$ cat src/rtl/alu_pipe_pkg.sv
`default_nettype none
// ----------------------------------------------------------------------------
// alu_pkg : op encodings and result record for the alu_pipe datapath. Rev 1.0
// ----------------------------------------------------------------------------
package alu_pkg;

    // Upper bound on WIDTH; result records carry out zero-extended to this size.
    localparam int ALU_MAX_W = 64;

    typedef enum logic [2:0] {
        OP_ADD    = 3'd0,
        OP_SUB    = 3'd1,
        OP_AND    = 3'd2,
        OP_OR     = 3'd3,
        OP_XOR    = 3'd4,
        OP_SHL    = 3'd5,
        OP_SHR    = 3'd6,
        OP_PASS_A = 3'd7
    } alu_op_e;

    typedef struct packed {
        logic                 c;
        logic                 zero;
        logic                 ovf;
        logic [ALU_MAX_W-1:0] out;
    } alu_res_t;

endpackage
`default_nettype wire

$ cat src/rtl/alu_pipe_if.sv
`default_nettype none
// ----------------------------------------------------------------------------
// alu_pipe_if : valid/ready input and output channels of alu_pipe. Rev 1.0
// ----------------------------------------------------------------------------
interface alu_pipe_if
    import alu_pkg::*;
#(
    parameter int WIDTH = 8,
    parameter int CNT_W = 16
);
    logic             in_valid;
    logic             in_ready;
    logic [WIDTH-1:0] operand_a;
    logic [WIDTH-1:0] operand_b;
    alu_op_e          op;
    logic             out_valid;
    logic             out_ready;
    logic [WIDTH-1:0] out;
    logic             c;
    logic             zero;
    logic             ovf;
    logic [CNT_W-1:0] op_count;

    modport master (
        output in_valid, operand_a, operand_b, op, out_ready,
        input  in_ready, out_valid, out, c, zero, ovf, op_count
    );

    modport slave (
        input  in_valid, operand_a, operand_b, op, out_ready,
        output in_ready, out_valid, out, c, zero, ovf, op_count
    );
endinterface
`default_nettype wire

$ cat src/rtl/alu_pipe_core.sv
`default_nettype none
// ----------------------------------------------------------------------------
// alu_pipe_core : combinational 8-op ALU producing result and flags. Rev 1.0
// ----------------------------------------------------------------------------
module alu_pipe_core
    import alu_pkg::*;
#(
    parameter int WIDTH = 8
) (
    input  logic [WIDTH-1:0] a,
    input  logic [WIDTH-1:0] b,
    input  alu_op_e          op,
    output alu_res_t         res
);
    localparam int SH_W = $clog2(WIDTH);

    logic [SH_W-1:0]  sh;
    logic [WIDTH:0]   sum;
    logic [WIDTH:0]   diff;
    logic [WIDTH:0]   shl_ext;
    logic [WIDTH:0]   shr_ext;
    logic [WIDTH-1:0] r;
    logic             cf;
    logic             of;

    assign sh   = b[SH_W-1:0];
    assign sum  = {1'b0, a} + {1'b0, b};
    assign diff = {1'b0, a} - {1'b0, b};
    // One guard bit on either side captures the last bit shifted out, and
    // naturally yields 0 for a zero shift or a shift past the operand.
    assign shl_ext = {1'b0, a} << sh;
    assign shr_ext = {a, 1'b0} >> sh;

    always_comb begin
        r  = '0;
        cf = 1'b0;
        of = 1'b0;
        case (op)
            OP_ADD: begin
                r  = sum[WIDTH-1:0];
                cf = sum[WIDTH];
                of = (a[WIDTH-1] == b[WIDTH-1]) && (sum[WIDTH-1] != a[WIDTH-1]);
            end
            OP_SUB: begin
                r  = diff[WIDTH-1:0];
                cf = diff[WIDTH];
                of = (a[WIDTH-1] != b[WIDTH-1]) && (diff[WIDTH-1] != a[WIDTH-1]);
            end
            OP_AND:    r = a & b;
            OP_OR:     r = a | b;
            OP_XOR:    r = a ^ b;
            OP_SHL: begin
                r  = shl_ext[WIDTH-1:0];
                cf = shl_ext[WIDTH];
            end
            OP_SHR: begin
                r  = shr_ext[WIDTH:1];
                cf = shr_ext[0];
            end
            OP_PASS_A: r = a;
            default:   r = a;
        endcase
    end

    always_comb begin
        res              = '0;
        res.out[WIDTH-1:0] = r;
        res.c            = cf;
        res.ovf          = of;
        res.zero         = (r == '0);
    end
endmodule
`default_nettype wire

$ cat src/rtl/alu_pipe.sv
`default_nettype none
// ----------------------------------------------------------------------------
// alu_pipe : two-stage elastic ALU pipeline with saturating op counter. Rev 1.0
// ----------------------------------------------------------------------------
module alu_pipe
    import alu_pkg::*;
#(
    parameter int WIDTH = 8,
    parameter int CNT_W = 16
) (
    input  logic       clk,
    input  logic       rst_n,
    alu_pipe_if.slave  bus
);
    logic             s1_valid;
    logic [WIDTH-1:0] s1_a;
    logic [WIDTH-1:0] s1_b;
    alu_op_e          s1_op;

    logic             s2_valid;
    logic [WIDTH-1:0] s2_out;
    logic             s2_c;
    logic             s2_zero;
    logic             s2_ovf;

    logic [CNT_W-1:0] cnt;
    logic             s1_adv;
    logic             s2_adv;
    alu_res_t         res;

    // A stage may load whenever it is empty or its contents move on this edge.
    assign s2_adv = !s2_valid || bus.out_ready;
    assign s1_adv = !s1_valid || s2_adv;

    alu_pipe_core #(
        .WIDTH (WIDTH)
    ) u_core (
        .a   (s1_a),
        .b   (s1_b),
        .op  (s1_op),
        .res (res)
    );

    generate
        if (WIDTH < ALU_MAX_W) begin : g_unused_hi
            logic unused_res_hi;
            assign unused_res_hi = ^res.out[ALU_MAX_W-1:WIDTH];
        end
    endgenerate

    always_ff @(posedge clk or negedge rst_n) begin
        if (!rst_n) begin
            s1_valid <= 1'b0;
            s1_a     <= '0;
            s1_b     <= '0;
            s1_op    <= OP_ADD;
            s2_valid <= 1'b0;
            s2_out   <= '0;
            s2_c     <= 1'b0;
            s2_zero  <= 1'b0;
            s2_ovf   <= 1'b0;
            cnt      <= '0;
        end else begin
            if (s1_adv) begin
                s1_valid <= bus.in_valid;
                if (bus.in_valid) begin
                    s1_a  <= bus.operand_a;
                    s1_b  <= bus.operand_b;
                    s1_op <= bus.op;
                end
            end
            if (s2_adv) begin
                s2_valid <= s1_valid;
                if (s1_valid) begin
                    s2_out  <= res.out[WIDTH-1:0];
                    s2_c    <= res.c;
                    s2_zero <= res.zero;
                    s2_ovf  <= res.ovf;
                end
            end
            if (s2_valid && bus.out_ready && (cnt != {CNT_W{1'b1}})) begin
                cnt <= cnt + CNT_W'(1);
            end
        end
    end

    assign bus.in_ready  = s1_adv;
    assign bus.out_valid = s2_valid;
    assign bus.out       = s2_out;
    assign bus.c         = s2_c;
    assign bus.zero      = s2_zero;
    assign bus.ovf       = s2_ovf;
    assign bus.op_count  = cnt;

    a_op_known : assert property (@(posedge clk) disable iff (!rst_n)
        bus.in_valid |-> !$isunknown(bus.op));
endmodule
`default_nettype wire
$ cat src/flat_wrapper.sv
// flat-port wrapper written by rule: the top's interface ports become plain ports
module alu_pipe_flat import alu_pkg::*;
#(
    parameter int WIDTH = 8,
    parameter int CNT_W = 16
)
  (clk, rst_n, bus_in_valid, bus_operand_a, bus_operand_b, bus_op, bus_out_ready, bus_in_ready, bus_out_valid, bus_out, bus_c, bus_zero, bus_ovf, bus_op_count);
  alu_pipe_if #(.WIDTH(WIDTH), .CNT_W(CNT_W)) bus_i ();
  input  logic clk;
  input  logic rst_n;
  input wire logic [$bits(bus_i.in_valid)-1:0] bus_in_valid;
  input wire logic [$bits(bus_i.operand_a)-1:0] bus_operand_a;
  input wire logic [$bits(bus_i.operand_b)-1:0] bus_operand_b;
  input wire logic [$bits(bus_i.op)-1:0] bus_op;
  input wire logic [$bits(bus_i.out_ready)-1:0] bus_out_ready;
  output wire logic [$bits(bus_i.in_ready)-1:0] bus_in_ready;
  output wire logic [$bits(bus_i.out_valid)-1:0] bus_out_valid;
  output wire logic [$bits(bus_i.out)-1:0] bus_out;
  output wire logic [$bits(bus_i.c)-1:0] bus_c;
  output wire logic [$bits(bus_i.zero)-1:0] bus_zero;
  output wire logic [$bits(bus_i.ovf)-1:0] bus_ovf;
  output wire logic [$bits(bus_i.op_count)-1:0] bus_op_count;
  assign bus_i.in_valid = bus_in_valid;
  assign bus_i.operand_a = bus_operand_a;
  assign bus_i.operand_b = bus_operand_b;
  assign bus_i.op = bus_op;
  assign bus_i.out_ready = bus_out_ready;
  assign bus_in_ready = bus_i.in_ready;
  assign bus_out_valid = bus_i.out_valid;
  assign bus_out = bus_i.out;
  assign bus_c = bus_i.c;
  assign bus_zero = bus_i.zero;
  assign bus_ovf = bus_i.ovf;
  assign bus_op_count = bus_i.op_count;
  alu_pipe #(.WIDTH(WIDTH), .CNT_W(CNT_W)) u_core (.clk(clk), .rst_n(rst_n), .bus(bus_i));
endmodule
$ cat config.mk
export PLATFORM = sky130hd
export DESIGN_NAME = alu_pipe_flat
export DESIGN_NICKNAME = d
export VERILOG_FILES = /design/src/rtl/alu_pipe_pkg.sv /design/src/rtl/alu_pipe_if.sv /design/src/rtl/alu_pipe_core.sv /design/src/rtl/alu_pipe.sv /design/src/flat_wrapper.sv
export SDC_FILE = /design/constraint.sdc
export NUM_CORES = 1
export LEC_CHECK = 0
export ABC_CLOCK_PERIOD_IN_PS = 2550
export BUFFER_PORTS_ARGS = -buffer_cell sky130_fd_sc_hd__buf_2
export CAP_MARGIN = 20
export CORE_MARGIN = 2
export CORE_UTILIZATION = 54
export CTS_BUF_LIST = sky130_fd_sc_hd__clkbuf_16
export DETAILED_ROUTE_END_ITERATION = 8
export PLACE_DENSITY = 0.78
export SYNTH_ARGS = -nofsm -noshare
export SYNTH_HDL_FRONTEND = slang
export SYNTH_HIERARCHICAL = 1
export SYNTH_SLANG_ARGS = --single-unit
$ cat constraint.sdc
create_clock -name clk -period 2.55 [get_ports clk]
set_clock_uncertainty 0.1 [all_clocks]
set_input_delay 0.51 -clock clk [delete_from_list [all_inputs] [get_ports clk]]
set_output_delay 0.51 -clock clk [all_outputs]
set_load 0.03 [all_outputs]
* Yosys cells after proc, flatten, opt, wreduce, memory -nomap -nowiden
Index checks and enable logic that the tools add are counted.
** Storage, ports and cells
- Flip-flop bits (word level) :: 48
- Logic and storage cells :: 45
- Output and inout port bits :: 29
** Cells by class
- Equal/unequal tests :: 12
- Bitwise operators :: 3
- Multiplexer cells :: 3
- Shift operators :: 2
- Reductions and logical operators :: 12
- $add $sub $neg :: 3
** Operator list (number)
- $pmux 8 s8 :: 1
- $add 16x1->16 const B :: 1
- $ne 16x16->1 const B :: 1
- $eq 3x3->1 const B :: 4
- $add 8x8->9 :: 1
- $shl 8x3->9 :: 1
- $shr 9x3->9 :: 1
- $sub 8x8->9 :: 1
- $and 8x8->8 :: 1
- $logic_not 8->1 :: 1
- $or 8x8->8 :: 1
- $xor 8x8->8 :: 1
- $eq 3x2->1 const B :: 2
- $logic_and 1x1->1 :: 4
- $pmux 1 s4 :: 1
- $reduce_and 2->1 :: 2
- $eq 3x1->1 const B :: 1
- $logic_not 3->1 :: 1
- $ne 1x1->1 :: 3
- $logic_not 1->1 :: 2
- $logic_or 1x1->1 :: 2
- $pmux 1 s2 :: 1
- $eq 1x1->1 :: 1

* Logic depth before layout (Yosys ltp)
Gate-level depths: netlist (run 1).
- Word-level depth :: 4
- Mapped depth :: 13
- Gate-level depth less buffers :: 12

* Hierarchy
The synthesis (run 1) kept the hierarchy.
** By module, submodules not included
- alu_pipe_core :: area each 2331.0 um2, instances 1, cells each 300
- alu_pipe :: area each 1986.9 um2, instances 1, cells each 143

* Worst setup path before layout (run 1)
OpenSTA, ideal clock, no wires.
- Path kind :: register to register
- Start point :: register u_core.s1_b[1]
- End point :: register u_core.s2_zero (netlist: u_core/bus.zero)
- Data required time :: 2325 ps
- Slack :: -266 ps
- Library setup time :: 125 ps
- Cell stages (with the launch flop) :: 13
- Buffers on the path :: 3
- Data arrival time :: 2591 ps
- Path through :: dfrtp_1 > buf_6 > buf_2 > buf_2 > inv_1 > fa_1 > a21o_1 > a21oi_1 > o31ai_1 > nor3b_2 > a211oi_2 > nor4_2 > mux2_2
** RTL lines
- start, declared :: line alu_pipe.sv:17 : logic [WIDTH-1:0] s1_b;
- start signal, assigned :: line alu_pipe.sv:68 : s1_b <= bus.operand_b;
- end signal, assigned :: line alu_pipe.sv:77 : s2_zero <= res.zero;
- end, declared :: line alu_pipe.sv:23 : logic s2_zero;

==> results.md, run 1 <==
* CP Capture Type: register
* Mean area per synthesized cell at 10.1 um^2
* Crit path launch type: register
* Port bufs at 51
* Unrepaired setup endpoints after global routing: true
* Outcome: finished, violations left
* ANT nets after route at 0
* 1st-pass router iterations at 5
* First-pass GRT wire length at 17.3 mm
* Fin crit period at 2.57 ns
* Violated checks: setup timing
* Post-Synthesis Cells at 386
* Crit Path Max Fanout at 3
* GR Util All Layers at 28.8%
* Grt ovf at 0
* Worst VDD drop at 0.608 mV
* Detailed Route WL at 11.0 mm
* Power Density at 801 nW/um^2
* Final Hold Vio Count at 0
* Clk slew on worst S/H paths at 0.07 ns
* Setup-failing EPs final at 1
* H-tree levels at 2
* Static leakage power at 2.30 nW
* Clk root buf: clkbuf_16
* Row cnt at 30
* DRT iter0 DRCs at 270
* Initial antenna violation count at 0
* Synth Cell Area at 3890 um^2
* DIE WIDTH at 88.9 um
* Setup CP Type: reg -> reg
* Antenna diodes at 0
* CP top delay family: adder cells
* Full die area at 7910 um^2
* Via density at 5.91
* Vias in the first global route at 3378
* Pin count of the biggest net entering global routing at 49
* Num CTS Buffers at 5
* Clock sink count at 48
* Hold crit path type: in -> async
* Buf+Inv Stages, Crit Path at 3
* I/O pins at 52
* Hpwl dp at 8.51 mm
* Layout Nets at 537
* Max frequency at 389 MHz
* Least-Margin Pin Slew at 0.594 ns
* Max-cap violations at 0
* Floorplan core area at 6870 um^2
* Setup tns final at -0.0222 ns
* Layout cells sized above 1 at 43.0%
* Syn nets at 437
* Gp weighted congestion at 0.918
* Slew margin rel. at 60.1%
* Clock tree buffer depth at 2
* Total Power at 0.00391 W
* Max incr delay on CP at 0.42 ns
* Slowest stage cell, crit path: dfrtp_1
* Crit-path most repeated cell: inv_1
* Worst setup margin at -0.0222 ns
* CTS tree: done
* Skew-Pair Late Insertion Delay at 0.29 ns
* Slew Limit Fails at 0
* Total number of vias at 3440
* Die height at 88.9 um
* DRC viols at 0
* CP cell instances: ha_2 > inv_1 > fa_2 > inv_1 > a21oi_1 > o21bai_1 > buf_4 > mux2i_1 > a31oi_1 > and2_4 > nor4_2 > mux2_4
* Avg WL per Cell at 19.0 um
* Final period utilization at 101%
* Synth warn at 6
* Initial Util at 56.7%
* Area grow syn2layout at 25.3%
* CP Data Required Time at 2.68 ns
* Arrival @ worst endpoint at 2.70 ns
[metrics by stage]
| step | cell area [um^2] | utilization [%] | setup slack (ns) | hold WS, ns | instances |
|---|---|---|---|---|---|
| 3_3_place_gp | 4650 | 67.7 | 0.0618 | 0.373 | 573 |
| 2_1_floorplan | 3930 | - | 0.00525 | 0.114 | 386 |
| 5_1_grt | 4880 | 71.0 | -0.0687 | 0.267 | 582 |
| 3_5_place_dp | 4650 | 67.7 | -0.0222 | 0.382 | 573 |
| 4_1_cts | 4820 | 70.1 | 0.00562 | 0.229 | 582 |
| 6_report | 4880 | 71.0 | -0.0222 | 0.198 | 582 |
[what timing repair did]
item / 4_1_cts / 5_1_grt
buffers inserted: 2 / 0
pin swaps: 4 / 9
gates resized for setup: 5 / 14
hold buffers: 0 / 0
setup endpoints to repair: 1 / 6
[area by class of cell]
type,count,area (um^2)
multi-input combinational,287,2550
fill,548,1990
sequential,48,1200
timing repair buffer,117,767
clock buffer,5,125
tap,96,120
inverter,27,104
clock inverter,2,12.5
[worst reg2reg max path, delay by kind of cell, from the launching register on]
family,cells,cell delay (ns)
muxes,2,0.35
and+or+nand+nor,2,0.42
AOI/OAI and AO/OA,3,0.38
adders and majority gates,2,0.56
DFF,1,0.42
buffers and inverters,3,0.29
[worst paths after layout]
check                                     start                   end  slack, ns  cells after the start
max in group asynchronous                 rst_n        u_core/s1_b[1]       1.72                      2
worst min register to register  u_core/s1_valid  u_core/bus.out_valid       0.39                      1
min in group clk                   bus_in_valid       u_core/s1_valid       0.33                      2
worst max-delay path             u_core/s1_b[0]       u_core/bus.zero      -0.02                     12
worst min-delay path                      rst_n       u_core/s1_op[0]       0.20                      2
worst max register to register   u_core/s1_b[0]       u_core/bus.zero      -0.02                     12
[report_power, final]
group | total, W | internal (W) | switching (W)
sequential | 0.00110 | 0.000931 | 0.000171
combinational | 0.00216 | 0.000966 | 0.00120
clock | 0.000645 | 0.000357 | 0.000288
total | 0.00391 | 0.00225 | 0.00165
[placed cells by master (no fill, tap or decap), types with 3 or more instances in the layout]
cell type / count
a21o_1: 5
a21oi_1: 11
a221oi_1: 3
a221oi_2: 3
a22o_1: 3
a22oi_1: 4
a31oi_1: 5
and2_1: 3
buf_2: 51
buf_4: 64
clkbuf_16: 5
dfrtp_1: 47
ha_1: 22
ha_2: 3
inv_1: 21
inv_2: 4
mux2_1: 3
mux2_2: 32
mux2i_1: 7
mux4_2: 9
nand2_1: 24
nand2b_1: 9
nand3_1: 11
nand4_1: 5
nor2_1: 14
nor2b_1: 4
nor3_1: 12
nor4_1: 3
o21ai_0: 9
o21bai_1: 3
o22ai_1: 5
xor2_1: 15
[registers in the layout (all words and copies together), names as in the netlist]
| register | count |
|---|---|
| u_core/s1_valid | 1 |
| u_core/s1_b | 8 |
| u_core/bus.op_count | 16 |
| u_core/bus.zero | 1 |
| u_core/s1_a | 8 |
| u_core/bus.out | 8 |
| u_core/bus.out_valid | 1 |
| u_core/s1_op | 3 |
| u_core/bus.c | 1 |
| u_core/bus.ovf | 1 |
[metal layers]
layer  share of wire, %  GRT usage [%]  vias up
met5                  0              0        -
met4                2.4           7.58        0
met3                6.1           4.25       26
met2                 48           46.9      137
met1                 44           40.4     1662
li1                   -              -     1615
Power figures use the tool's default switching activity.
==> run 2: changes to the inputs <==
--- a/config.mk
+++ b/config.mk
@@ -5,14 +5,14 @@
 export SDC_FILE = /design/constraint.sdc
 export NUM_CORES = 1
 export LEC_CHECK = 0
-export ABC_CLOCK_PERIOD_IN_PS = 2550
+export ABC_CLOCK_PERIOD_IN_PS = 2600
 export BUFFER_PORTS_ARGS = -buffer_cell sky130_fd_sc_hd__buf_2
 export CAP_MARGIN = 20
 export CORE_MARGIN = 2
-export CORE_UTILIZATION = 54
+export CORE_UTILIZATION = 60
 export CTS_BUF_LIST = sky130_fd_sc_hd__clkbuf_16
 export DETAILED_ROUTE_END_ITERATION = 8
-export PLACE_DENSITY = 0.78
+export PLACE_DENSITY = 0.82
 export SYNTH_ARGS = -nofsm -noshare
 export SYNTH_HDL_FRONTEND = slang
 export SYNTH_HIERARCHICAL = 1
==> constraint.sdc (replaced) <==
create_clock -name clk -period 2.6 [get_ports clk]
set_clock_uncertainty 0.1 [all_clocks]
set_input_delay 0.52 -clock clk [delete_from_list [all_inputs] [get_ports clk]]
set_output_delay 0.52 -clock clk [all_outputs]
set_load 0.03 [all_outputs]
==> results.md, run 2 (synthesis gave the netlist of run 1 again) <==
* DIE WIDTH at 84.6 um
* Crit Path Max Fanout at 4
* Final period utilization at 104%
* # fillers at 392
* Util after Layout at 77.7%
* Cell Area, Placed at 4500 um^2
* Fin crit period at 2.71 ns
* Max-cap violations at 0
* Setup crit end: u_core/bus.zero
* H-tree levels at 2
* Antenna diodes at 0
* Most frequent cells in the layout: 52 x buf_4, 51 x buf_2, 41 x dfrtp_1
* Hold slack at 0.198 ns
* Initial antenna violation count at 0
* Setup-failing EPs final at 1
* ANT nets after route at 0
* Arrival @ worst endpoint at 2.84 ns
* Area grow syn2layout at 26.0%
* Power Density at 807 nW/um^2
* Crit. Startpoint: u_core/s1_b[1]
* Max frequency at 369 MHz
* Final Hold Vio Count at 0
* Violated checks: setup timing
* Num CTS Buffers at 5
* Least-Margin Pin Slew at 0.655 ns
* Hold crit path type: in -> async
* Detailed Route WL at 12.0 mm
* Clock tree buffer depth at 2
* Crit path launch type: register
* Outcome: finished, violations left
* Fin area at 4900 um^2
* Fin cells at 556
* Row cnt at 29
* Floorplan core area at 6310 um^2
* Clk root buf: clkbuf_16
* Worst Reg2Reg Path Length in Cells at 8
* First-pass GRT wire length at 17.9 mm
* Met2 routed wirelength at 5.71 mm
* Unrepaired setup endpoints after global routing: true
* DRC viols at 0
* Skew-Pair Late Insertion Delay at 0.29 ns
* Worst setup margin at -0.111 ns
* Multi-input combinational cell area at 2630 um^2
* Initial Util at 61.7%
* Total number of vias at 3811
* Setup CP Type: reg -> reg
* Reg2Reg Setup Slack at -0.11 ns
* Via density at 6.85
* Max Used Layer: met4
* CP Capture Type: register
* Commonest non-fill, non-tap cell in the layout: buf_4
* GR Util All Layers at 31.4%
* Port bufs at 51
* Reg-to-Reg End: u_core/bus.zero
* Clock sink count at 48
* Placed cell count at 540
* I/O pins at 52
* Static leakage power at 2.28 nW
* Sequential cell area at 1210 um^2
* DRT iter0 DRCs at 461
* Avg WL per Cell at 21.7 um
* Slew margin rel. at 56.2%
* Met3 routed WL at 1.25 mm
* Slew Limit Fails at 0
* Worst VDD drop at 0.725 mV
* Full die area at 7150 um^2
* Clk slew on worst S/H paths at 0.07 ns
* Hpwl dp at 8.11 mm
* Pin count of the biggest net entering global routing at 49
* Max reg flops at 16
* CTS tree: done
* Gp weighted congestion at 0.949
* 1st-pass router iterations at 7
* Grt ovf at 0
* Layout cells sized above 1 at 45.9%
* Die height at 84.6 um
* Setup WS pre-CTS at -0.00869 ns
* Vias in the first global route at 3595
* Met1 Routed Length at 4.58 mm
* Layout Nets at 529
* CP Data Required Time at 2.73 ns
* R2r startpoint: u_core/s1_b[1]
run 2: changes by cell type in the layout (fill, tap and decap cells not counted), moves of 2 or more:
cell      before  now
buf_4         64   52
ha_1          22   20
a221oi_1       3    1
dfrtp_2        1    7
ha_4           1    3
inv_1         21   19
a221oi_2       3    5
buf_6          1    5
dfrtp_1       47   41
run 2: cell type report:
| class | instances | area share [%] |
|---|---|---|
| clock buffers | 5 | 2.55 |
| clock inverters | 3 | 0.357 |
| inverters | 27 | 2.17 |
| multi-input cells | 287 | 53.6 |
| flip-flops and latches | 48 | 24.7 |
| well taps | 77 | 1.96 |
| repair buffers | 109 | 14.7 |
run 2: stage by stage:
stage / total power (W) / setup TNS, ns
detailed placement: 0.00302 / -0.00869
global route: 0.00414 / -0.351
finish: 0.00396 / -0.111
floorplan: 0.00236 / 0
CTS: 0.00368 / 0
global placement: 0.00295 / 0
run 2: per-layer routing:
layer,global-route usage (%),vias to the layer above
li1,-,1610
met1,40.8,1849
met2,50.6,295
met3,7.37,57
met4,13.1,0
met5,0,-
run 2: worst max-delay path, stage by stage, from the launching register on:
cell and delay (ns):
dfrtp_2 0.45, buf_4 0.16, mux4_2 0.49, mux2_2 0.31, a221oi_2 0.30, o21ai_1 0.15, nand2b_1 0.20, nor4_2 0.30
mux2_4 0.19
run 2: repair_timing:
action | 4_1_cts | 5_1_grt
hold buffers | 0 | 0
pin swaps | 0 | 22
resized for setup | 3 | 46
endpoints found under the setup margin | 1 | 4
buffers inserted | 0 | 9
run 2: worst min path at each step:
stage,start,endpoint,slack (ns),depth (start not counted)
5_1_grt,rst_n,u_core/s1_a[2],0.28,2
4_1_cts,rst_n,u_core/s1_a[2],0.23,2
2_1_floorplan,rst_n,u_core/bus.c,0.12,0
6_report,rst_n,u_core/s1_a[2],0.20,2
3_3_place_gp,u_core/s1_valid,u_core/bus.out_valid,0.37,1
3_5_place_dp,u_core/bus.out[5],u_core/bus.out[5],0.39,1
run 2: power by group:
group          switching (W)  internal (W)  leakage [nW]
registers           0.000188      0.000915         0.585
logic                0.00124      0.000965          1.63
clock network       0.000297      0.000356        0.0716
